### src/rtl/csa_tree_add_if.sv
// Valid/ready bus for the multi-operand carry-save adder: operand/tag input
// channel and sum/tag output channel.
interface csa_tree_add_if #(
  parameter int unsigned N_OPS = 8,
  parameter int unsigned W     = 32,
  parameter int unsigned OUT_W = W + $clog2(N_OPS),
  parameter int unsigned TAG_W = 4
);
  logic                   in_valid;
  logic                   in_ready;
  logic [N_OPS*W-1:0]     in_ops;
  logic                   in_acc;
  logic [TAG_W-1:0]       in_tag;
  logic                   out_valid;
  logic                   out_ready;
  logic [OUT_W-1:0]       out_sum;
  logic [TAG_W-1:0]       out_tag;

  modport master (
    output in_valid, in_ops, in_acc, in_tag, out_ready,
    input  in_ready, out_valid, out_sum, out_tag
  );

  modport slave (
    input  in_valid, in_ops, in_acc, in_tag, out_ready,
    output in_ready, out_valid, out_sum, out_tag
  );
endinterface

### src/rtl/csa_tree_add.sv
// Pipelined N-operand adder: 5:3 counter tree down to carry-save pair, CPA at
// the output rank, optional running accumulator, in-order valid/ready flow.
module csa_tree_add #(
  parameter int unsigned N_OPS       = 8,
  parameter int unsigned W           = 32,
  parameter int unsigned OUT_W       = W + $clog2(N_OPS),
  parameter int unsigned PIPE_STAGES = 2,
  parameter int unsigned TAG_W       = 4,
  parameter string       ACC_EN      = "FALSE"
) (
  input  logic           clk,
  input  logic           rst_n,
  csa_tree_add_if.slave  bus
);

  localparam int unsigned MID    = PIPE_STAGES - 1;
  localparam int unsigned N_LVL  = N_OPS;
  localparam bit          ACC_ON = (ACC_EN == "TRUE");

  typedef logic [OUT_W-1:0] row_t;

  typedef struct packed {
    row_t             s;
    row_t             c;
    logic [TAG_W-1:0] tag;
    logic             acc;
  } slot_t;

  // Column-wise 5:3 counter over five rows; count bits land at weights 1, 2, 4.
  function automatic logic [3*OUT_W-1:0] cnt53(input row_t a, input row_t b,
                                               input row_t c, input row_t d,
                                               input row_t e);
    row_t       s;
    row_t       t;
    row_t       u;
    logic [2:0] cnt;
    s = '0;
    t = '0;
    u = '0;
    for (int unsigned i = 0; i < OUT_W; i++) begin
      cnt  = 3'(a[i]) + 3'(b[i]) + 3'(c[i]) + 3'(d[i]) + 3'(e[i]);
      s[i] = cnt[0];
      t[i] = cnt[1];
      u[i] = cnt[2];
    end
    return {row_t'(u << 2), row_t'(t << 1), s};
  endfunction

  function automatic logic [2*OUT_W-1:0] fa32(input row_t a, input row_t b, input row_t c);
    row_t s;
    row_t cy;
    s  = a ^ b ^ c;
    cy = (a & b) | (a & c) | (b & c);
    return {row_t'(cy << 1), s};
  endfunction

  // Reduce all operand rows level by level until a carry-save pair remains.
  function automatic logic [2*OUT_W-1:0] reduce(input logic [N_OPS*W-1:0] ops);
    row_t        cur [N_OPS];
    row_t        nxt [N_OPS];
    int unsigned n;
    int unsigned m;
    int unsigned base;
    for (int unsigned k = 0; k < N_OPS; k++) begin
      cur[k] = OUT_W'(ops[k*W +: W]);
      nxt[k] = '0;
    end
    n = N_OPS;
    for (int unsigned l = 0; l < N_LVL; l++) begin
      if (n > 2) begin
        for (int unsigned k = 0; k < N_OPS; k++) nxt[k] = '0;
        m = 0;
        for (int unsigned g = 0; g < N_OPS / 5; g++) begin
          if (5 * g + 5 <= n) begin
            {nxt[m+2], nxt[m+1], nxt[m]} = cnt53(cur[5*g], cur[5*g+1], cur[5*g+2],
                                                 cur[5*g+3], cur[5*g+4]);
            m = m + 3;
          end
        end
        base = 5 * (n / 5);
        // Leftover rows: pass singles/pairs through, use a 3:2 cell for three.
        case (n - base)
          1: begin
            nxt[m] = cur[base];
            m      = m + 1;
          end
          2: begin
            nxt[m]   = cur[base];
            nxt[m+1] = cur[base+1];
            m        = m + 2;
          end
          3: begin
            {nxt[m+1], nxt[m]} = fa32(cur[base], cur[base+1], cur[base+2]);
            m                  = m + 2;
          end
          4: begin
            {nxt[m+1], nxt[m]} = fa32(cur[base], cur[base+1], cur[base+2]);
            nxt[m+2]           = cur[base+3];
            m                  = m + 3;
          end
          default: ;
        endcase
        cur = nxt;
        n   = m;
      end
    end
    return {cur[1], cur[0]};
  endfunction

  logic                   adv;
  logic [2*OUT_W-1:0]     red;
  slot_t                  in_slot;
  slot_t                  fin;
  logic                   fin_v;

  row_t                   cpa_sum;
  row_t                   acc_nxt;
  row_t                   acc_q,       acc_d;
  row_t                   out_sum_q,   out_sum_d;
  logic [TAG_W-1:0]       out_tag_q,   out_tag_d;
  logic                   out_valid_q, out_valid_d;

  // The whole pipeline moves together; a held output freezes every rank.
  assign adv = ~out_valid_q | bus.out_ready;

  always_comb begin
    red         = reduce(bus.in_ops);
    in_slot.s   = red[OUT_W-1:0];
    in_slot.c   = red[2*OUT_W-1:OUT_W];
    in_slot.tag = bus.in_tag;
    in_slot.acc = bus.in_acc;
  end

  generate
    if (MID > 0) begin : g_mid
      slot_t           mid_q [MID];
      slot_t           mid_d [MID];
      logic [MID-1:0]  mv_q;
      logic [MID-1:0]  mv_d;

      always_comb begin
        mid_d = mid_q;
        mv_d  = mv_q;
        if (adv) begin
          mid_d[0] = in_slot;
          mv_d[0]  = bus.in_valid;
          for (int unsigned i = 1; i < MID; i++) begin
            mid_d[i] = mid_q[i-1];
            mv_d[i]  = mv_q[i-1];
          end
        end
      end

      always_ff @(posedge clk or negedge rst_n) begin
        if (!rst_n) begin
          for (int unsigned i = 0; i < MID; i++) mid_q[i] <= '0;
          mv_q <= '0;
        end else begin
          mid_q <= mid_d;
          mv_q  <= mv_d;
        end
      end

      assign fin   = mid_q[MID-1];
      assign fin_v = mv_q[MID-1];
    end else begin : g_nomid
      assign fin   = in_slot;
      assign fin_v = bus.in_valid;
    end
  endgenerate

  // Output rank: CPA, accumulator update only for a valid slot that loads.
  always_comb begin
    cpa_sum     = fin.s + fin.c;
    acc_nxt     = (ACC_ON && fin.acc) ? row_t'(acc_q + cpa_sum) : cpa_sum;
    out_valid_d = out_valid_q;
    out_sum_d   = out_sum_q;
    out_tag_d   = out_tag_q;
    acc_d       = acc_q;
    if (adv) begin
      out_valid_d = fin_v;
      if (fin_v) begin
        out_sum_d = acc_nxt;
        out_tag_d = fin.tag;
        if (ACC_ON) acc_d = acc_nxt;
      end
    end
  end

  always_ff @(posedge clk or negedge rst_n) begin
    if (!rst_n) begin
      out_valid_q <= 1'b0;
      out_sum_q   <= '0;
      out_tag_q   <= '0;
      acc_q       <= '0;
    end else begin
      out_valid_q <= out_valid_d;
      out_sum_q   <= out_sum_d;
      out_tag_q   <= out_tag_d;
      acc_q       <= acc_d;
    end
  end

  assign bus.in_ready  = adv;
  assign bus.out_valid = out_valid_q;
  assign bus.out_sum   = out_sum_q;
  assign bus.out_tag   = out_tag_q;

endmodule

### src/flat_wrapper.sv
// flat-port wrapper written by rule: the top's interface ports become plain ports
module csa_tree_add_flat 
#(
  parameter int unsigned N_OPS       = 8,
  parameter int unsigned W           = 32,
  parameter int unsigned OUT_W       = W + $clog2(N_OPS),
  parameter int unsigned PIPE_STAGES = 2,
  parameter int unsigned TAG_W       = 4,
  parameter string       ACC_EN      = "     "
)
  (clk, rst_n, bus_in_valid, bus_in_ops, bus_in_acc, bus_in_tag, bus_out_ready, bus_in_ready, bus_out_valid, bus_out_sum, bus_out_tag);
  csa_tree_add_if #(.N_OPS(N_OPS), .W(W), .OUT_W(OUT_W), .TAG_W(TAG_W)) bus_i ();
  input  logic clk;
  input  logic rst_n;
  input wire logic [$bits(bus_i.in_valid)-1:0] bus_in_valid;
  input wire logic [$bits(bus_i.in_ops)-1:0] bus_in_ops;
  input wire logic [$bits(bus_i.in_acc)-1:0] bus_in_acc;
  input wire logic [$bits(bus_i.in_tag)-1:0] bus_in_tag;
  input wire logic [$bits(bus_i.out_ready)-1:0] bus_out_ready;
  output wire logic [$bits(bus_i.in_ready)-1:0] bus_in_ready;
  output wire logic [$bits(bus_i.out_valid)-1:0] bus_out_valid;
  output wire logic [$bits(bus_i.out_sum)-1:0] bus_out_sum;
  output wire logic [$bits(bus_i.out_tag)-1:0] bus_out_tag;
  assign bus_i.in_valid = bus_in_valid;
  assign bus_i.in_ops = bus_in_ops;
  assign bus_i.in_acc = bus_in_acc;
  assign bus_i.in_tag = bus_in_tag;
  assign bus_i.out_ready = bus_out_ready;
  assign bus_in_ready = bus_i.in_ready;
  assign bus_out_valid = bus_i.out_valid;
  assign bus_out_sum = bus_i.out_sum;
  assign bus_out_tag = bus_i.out_tag;
  csa_tree_add #(.N_OPS(N_OPS), .W(W), .OUT_W(OUT_W), .PIPE_STAGES(PIPE_STAGES), .TAG_W(TAG_W), .ACC_EN(ACC_EN)) u_core (.clk(clk), .rst_n(rst_n), .bus(bus_i));
endmodule
### config.mk
export PLATFORM = sky130hd
export DESIGN_NAME = csa_tree_add_flat
export DESIGN_NICKNAME = d
export VERILOG_FILES = /design/src/rtl/csa_tree_add_if.sv /design/src/rtl/csa_tree_add.sv /design/src/flat_wrapper.sv
export SDC_FILE = /design/constraint.sdc
export NUM_CORES = 1
export LEC_CHECK = 0
export ABC_AREA = 1
export CAP_MARGIN = 5
export CORE_UTILIZATION = 30
export DETAILED_ROUTE_END_ITERATION = 6
export GPL_TIMING_DRIVEN = 0
export SYNTH_ARGS = -nofsm -noshare
export SYNTH_HDL_FRONTEND = slang
export SYNTH_SLANG_ARGS = --single-unit
export TNS_END_PERCENT = 100
### constraint.sdc
create_clock -name clk -period 3.3 [get_ports clk]
set_clock_uncertainty 0.1 [all_clocks]
set_input_delay 0.66 -clock clk [delete_from_list [all_inputs] [get_ports clk]]
set_output_delay 0.66 -clock clk [all_outputs]
set_load 0.03 [all_outputs]
======== After elaboration in Yosys (flattened, before gate mapping) ========
Cells that the tools add are included.
cells by class
  bitwise operators ....................... 16
  reduce and logical (&&, ||, !) cells .... 1
  add/subtract/negate cells ............... 259
operator list
  cell                                             number
  3-bit by 1-bit adder with 3-bit output           190
  34-bit OR                                        4
  1-bit by 1-bit adder with 2-bit output           66
  34-bit AND                                       3
  32-bit AND                                       3
  35-bit bitwise XOR                               2
  35-bit adder                                     1
  35-bit by 32-bit bitwise XOR with 35-bit output  1
  32-bit bitwise XOR                               1
  2-bit by 1-bit adder with 2-bit output           1
  2-bit AND reduction                              1
  1-bit adder                                      1
  1-bit NOT                                        1
  1-bit OR                                         1
storage, ports and cells
  register bits ........................... 114

======== Longest topological paths before layout ========
  depth in word-level cells ............... 11
  gate-level depth with buffers ........... 16

======== Worst setup path after synthesis ========
Ideal clock, no wire load.
  path type ............................... input to register
  start point ............................. in bus_in_ops[29]
  end point ............................... reg u_core.g_mid.mid_q, in the netlist u_core.fin[72]
  data arrival time ....................... 3.721 ns
  path slack .............................. -0.638 ns
  library setup time ...................... 0.117 ns
  path buffers ............................ 0
  stages on the path ...................... 16
  required time ........................... 3.083 ns
  cells stage by stage .................... ha_1 > inv_1 > fa_1 > inv_1 > ha_1 > fa_1 > inv_1 > fa_1 > inv_1 > ha_1 > inv_1 > fa_1 > inv_1 > fa_1 > nand2_1 > nand2_1
RTL lines
  what                    line                 RTL
  start: declaration      flat_wrapper.sv:16   input wire logic [$bits(bus_i.in_ops)-1:0] bus_in_ops;
  end signal: assignment  csa_tree_add.sv:159  mid_q <= mid_d;
  end: declaration        csa_tree_add.sv:136  slot_t mid_q [MID];

==> results.md <==
- The flow ran to the end, but the final reports show violations.
- The final reports fail on negative setup slack.
- The maximum root-to-sink buffer count is 2.
- The worst setup path is of the input port to flip-flop kind.
- In this run the tightest slew margin relative to its limit is 0.534.
- The clock transition time at the flip-flop clock pins of the worst setup and hold paths is 0.05 ns.
- The number of design rule violations left after detail routing is 0.
- After the first detailed-routing iteration, the DRC count stood at around 430.
- Across the VDD grid, the largest voltage drop is 0.417 mV.
- The delay of the slowest cell on the worst path is roughly 0.52 ns.
- The via count of the first global-routing pass is approximately 11000.
- The critical-path cell with the highest stage delay is fa_2.
- The compound-cell area share of the yosys netlist is 0.0190.
- The proportion of synthesized flip-flops having asynchronous set or reset is 1.00.
- The area of all placed cells without fillers is ~19000 um^2.
- In this design, the critical path's most frequently occurring cell is inv_2.
- CTS built an H-tree with a depth of 4.
- Based on the critical path, the design can be clocked at up to 266 MHz.
- The data required time at the worst endpoint is 3.55 ns.
- Of the total synthesized cell area, the portion taken by AND, OR, NAND and NOR gates is 0.187.
- The final count of pins violating max slew came to 0.
- CTS saw between 100 and 150 sinks.
- The distinct cell type count of the synthesized netlist is 29.
- Of the total synthesized cell area, the portion taken by full adders, half adders and majority gates is 0.435.
- The number of vias after detailed routing is 10762.
- The instance count of the mapped netlist is approximately 1700.
- The quantity of I/O buffers inserted on ports is 304.
- Setup repair after global routing could not meet its margin everywhere.
- Prior to clock tree synthesis, the placed netlist has a worst setup slack of -1.20 ns.
- The synthesized flop and latch total is around 110.
- The share of synthesized area in the top cell type comes to 0.283.
- Of all cell types, the one taking the most synthesized area is fa_1.
- The final instance count without filler cells is approximately 2600.
- The met1 track demand over resource in global routing is 0.203.
- The sort of element at the start of the critical path is an input port.
- Dividing the final minimum period by the clock period gives 1.14.
- The synthesized design contains 0 enable-type register cells.
- The number of antenna violations at the first check in global routing is 0.
- The first TritonRoute pass finished after 5 iterations.
- The worst hold path belongs to the class input port to asynchronous set/reset pin.
- The clock root buffer master is clkbuf_16.
- In the synthesized netlist the dominant register cell turns out to be dfrtp_1.
- Setup slack on the critical path of the routed design comes to -0.454 ns.
- The first global-routing pass estimated 56000 um of wire.
- The total leakage power is just under 10 nW.
- The I/O pin count is between 300 and 400.
- Dividing the detail-routed via count by the number of cells gives approximately 4.2.
- The global placer's final weighted congestion is between 0.8 and 0.9.
- The core utilization of the finished layout is 0.427.
- Of all nets on the critical path, the largest fanout is 1.
- TritonCTS built the clock tree.
- The total negative slack is -13.52 ns.
- The floorplan has between 70 and 80 rows.
- The layer flagged by global routing as most heavily used is met2.
- The maximum number of pins on one net before global-route repair is 59.
- Wires add up to 34200 um.
- The count of final hold-check violations is 0.
- The final setup violation count is between 60 and 70.
- The number of nets produced by synthesis is between 2000 and 2500.
- Power spread over the standard cell area amounts to approximately 750 nW/um^2.
- The final antenna diode count is 0.
- The critical path endpoint category is a flip-flop.
- The net total in the final layout is ~2600.
- After synthesis the cells add up to between 10000 and 15000 um^2.
- The number of max-cap violations is 0.
- The width of the die is 214 um.
- The die span in y is between 200 and 250 um.
- The signal on the critical path passes through buf_6, ha_4, inv_2, fa_1, inv_2, ha_4, fa_2, inv_2, fa_1, inv_1, ha_2, inv_2, fa_2, inv_2, fa_2, nand2_1, nand2_1.
- The placed cell area is between 15000 and 20000 um^2.
- At the pin with the least slew margin, the transition time is 0.699 ns.
- Setup slack on the worst reg-to-reg path comes out at about 0.9 ns.
- Once detail routing completed, the nets flagged for antenna violations numbered 0.
- The global router's overall resource usage is 0.157.
- A synthesized cell averages a little over 8 um^2.
- Detailed placement finished with a half-perimeter wire length of roughly 30000 um.
- For this run, global-route usage on met2 was measured as 0.276.
- The arrival time at the worst endpoint is 4.00 ns.
- The die area is between 40000 and 50000 um^2.
- Power comes to about 14 mW.
- The worst hold slack across all endpoints is around 0.12 ns.
- For this run, global-route usage on met3 was measured as 0.0289.
- The number of clock buffers added by TritonCTS is 17.
- Counting I/O delays and the setup requirement, the final critical path takes approximately 3.8 ns.
- The portion of synthesized area spent on multiplexers is 0.
- The register area share after synthesis is 0.210.
- After synthesis, the largest family of logic cells by area is adder cells.
- The Yosys warning count is 0.
- The layout cell share with drive strength beyond 1 is 0.212.
- The final global-route overflow total is 0.
- The number of setup buffers added after CTS is 0.
- The initial utilization of the core area, before any placement, comes to 0.304.
- Counting tap cells, the placed design contains a total of 2557 instances.
- The insertion delay of the later-clocked pin in the worst-skew pair is just over 0.4 ns.
- After detailed routing, the average wire length per cell comes to roughly 13 um.
- In the post-synthesis netlist, the biggest area contributors are fa_1 (28%), dfrtp_1 (21%), ha_1 (15%).
- Relative to the synthesized area, the layout overhead comes to 40.5%.
- The total area inside the core boundary comes to roughly 44000 um^2.
- The fraction of synthesized cell area in xor and xnor cells is 0.00586.
-- metal layers --
layer,up-vias,share of wire
met4,0,0.0057
met2,193,0.50
met1,5125,0.45
met3,15,0.042
li1,5429,-
met5,-,0
-- placed cells by master, fill, tap and decap left out, types with 17 or more instances in the layout --
master,synthesis,final
fa_2,0,72
inv_1,480,379
dlygate4sd2_1,0,62
a21oi_1,22,22
nand3_1,43,43
ha_2,0,51
fa_1,190,118
ha_1,164,54
clkbuf_16,0,17
clkdlybuf4s50_1,0,179
ha_4,0,59
nor2_1,48,48
nand2_1,504,491
buf_6,0,59
dfrtp_1,113,113
nand2_2,10,23
inv_2,5,106
-- final timing paths --
check,startpoint,end,depth (start not counted)
min,rst_n,u_core.fin[11]$_DFFE_PN0N_,1
min reg2reg,u_core.fin[30]$_DFFE_PN0N_,u_core.fin[30]$_DFFE_PN0N_,2
min in group clk,u_core.fin[30]$_DFFE_PN0N_,u_core.fin[30]$_DFFE_PN0N_,2
max,bus_in_ops[29],u_core.fin[72]$_DFFE_PN0N_,17
max reg2reg,u_core.fin[7]$_DFFE_PN0N_,u_core.bus.out_sum[16]$_DFFE_PN0P_,10
max in group asynchronous,rst_n,u_core.fin[36]$_DFFE_PN0N_,2
-- flip-flops by register name, indices dropped and copies added, names as in the netlist --
| name | cells |
|---|---|
| u_core.bus.out_tag | 4 |
| u_core.fin_v | 1 |
| u_core.bus.out_sum | 35 |
| u_core.bus.out_valid | 1 |
| u_core.fin | 72 |
-- worst max-delay path, delay by kind of cell --
kind / cells / cell delay (ns)
fa+ha+maj: 8 / 2.84
buf+inv: 7 / 0.37
simple gates: 2 / 0.14
-- cell type report --
cell class / count / area, um^2
Fill cell: 4443 / 25300
Multi-Input combinational cell: 1040 / 9790
Timing Repair Buffer: 305 / 3090
Sequential cell: 113 / 2830
Inverter: 485 / 1820
Tap cell: 592 / 741
Clock buffer: 20 / 447
Clock inverter: 11 / 91.3
Buffer: 21 / 90.1
-- cell families after synthesis --
logic type | count (synthesis)
and+or+nand+nor | 629
buffers and inverters | 507
adders and majority gates | 354
DFF | 113
AOI/OAI and AO/OA | 48
xor gates and xnor gates | 9
-- power by group --
| group | total [mW] | switching, mW | internal [mW] |
|---|---|---|---|
| clock | 1.71 | 0.673 | 1.04 |
| combinational | 9.97 | 5.70 | 4.27 |
| sequential | 2.43 | 0.365 | 2.07 |
| total | 14.1 | 6.74 | 7.38 |
-- timing repair --
item                       4_1_cts  5_1_grt
hold buffers                     0        0
resized for setup              433       35
setup endpoints to repair       67       66
pin swaps                      229      186
-- cell usage after synthesis (all sizes together) (3+ instances only) --
library cell	instances
o21ai	20
xor2	4
dfrtp	113
fa	190
nand2	515
xnor2	5
o21bai	3
nand3	46
nor3	4
nor2	51
nand4	3
clkbuf	13
nand3b	5
ha	164
a21oi	23
buf	9
inv	485
or2	4
Note: power is estimated with default switching activity, not from simulation.
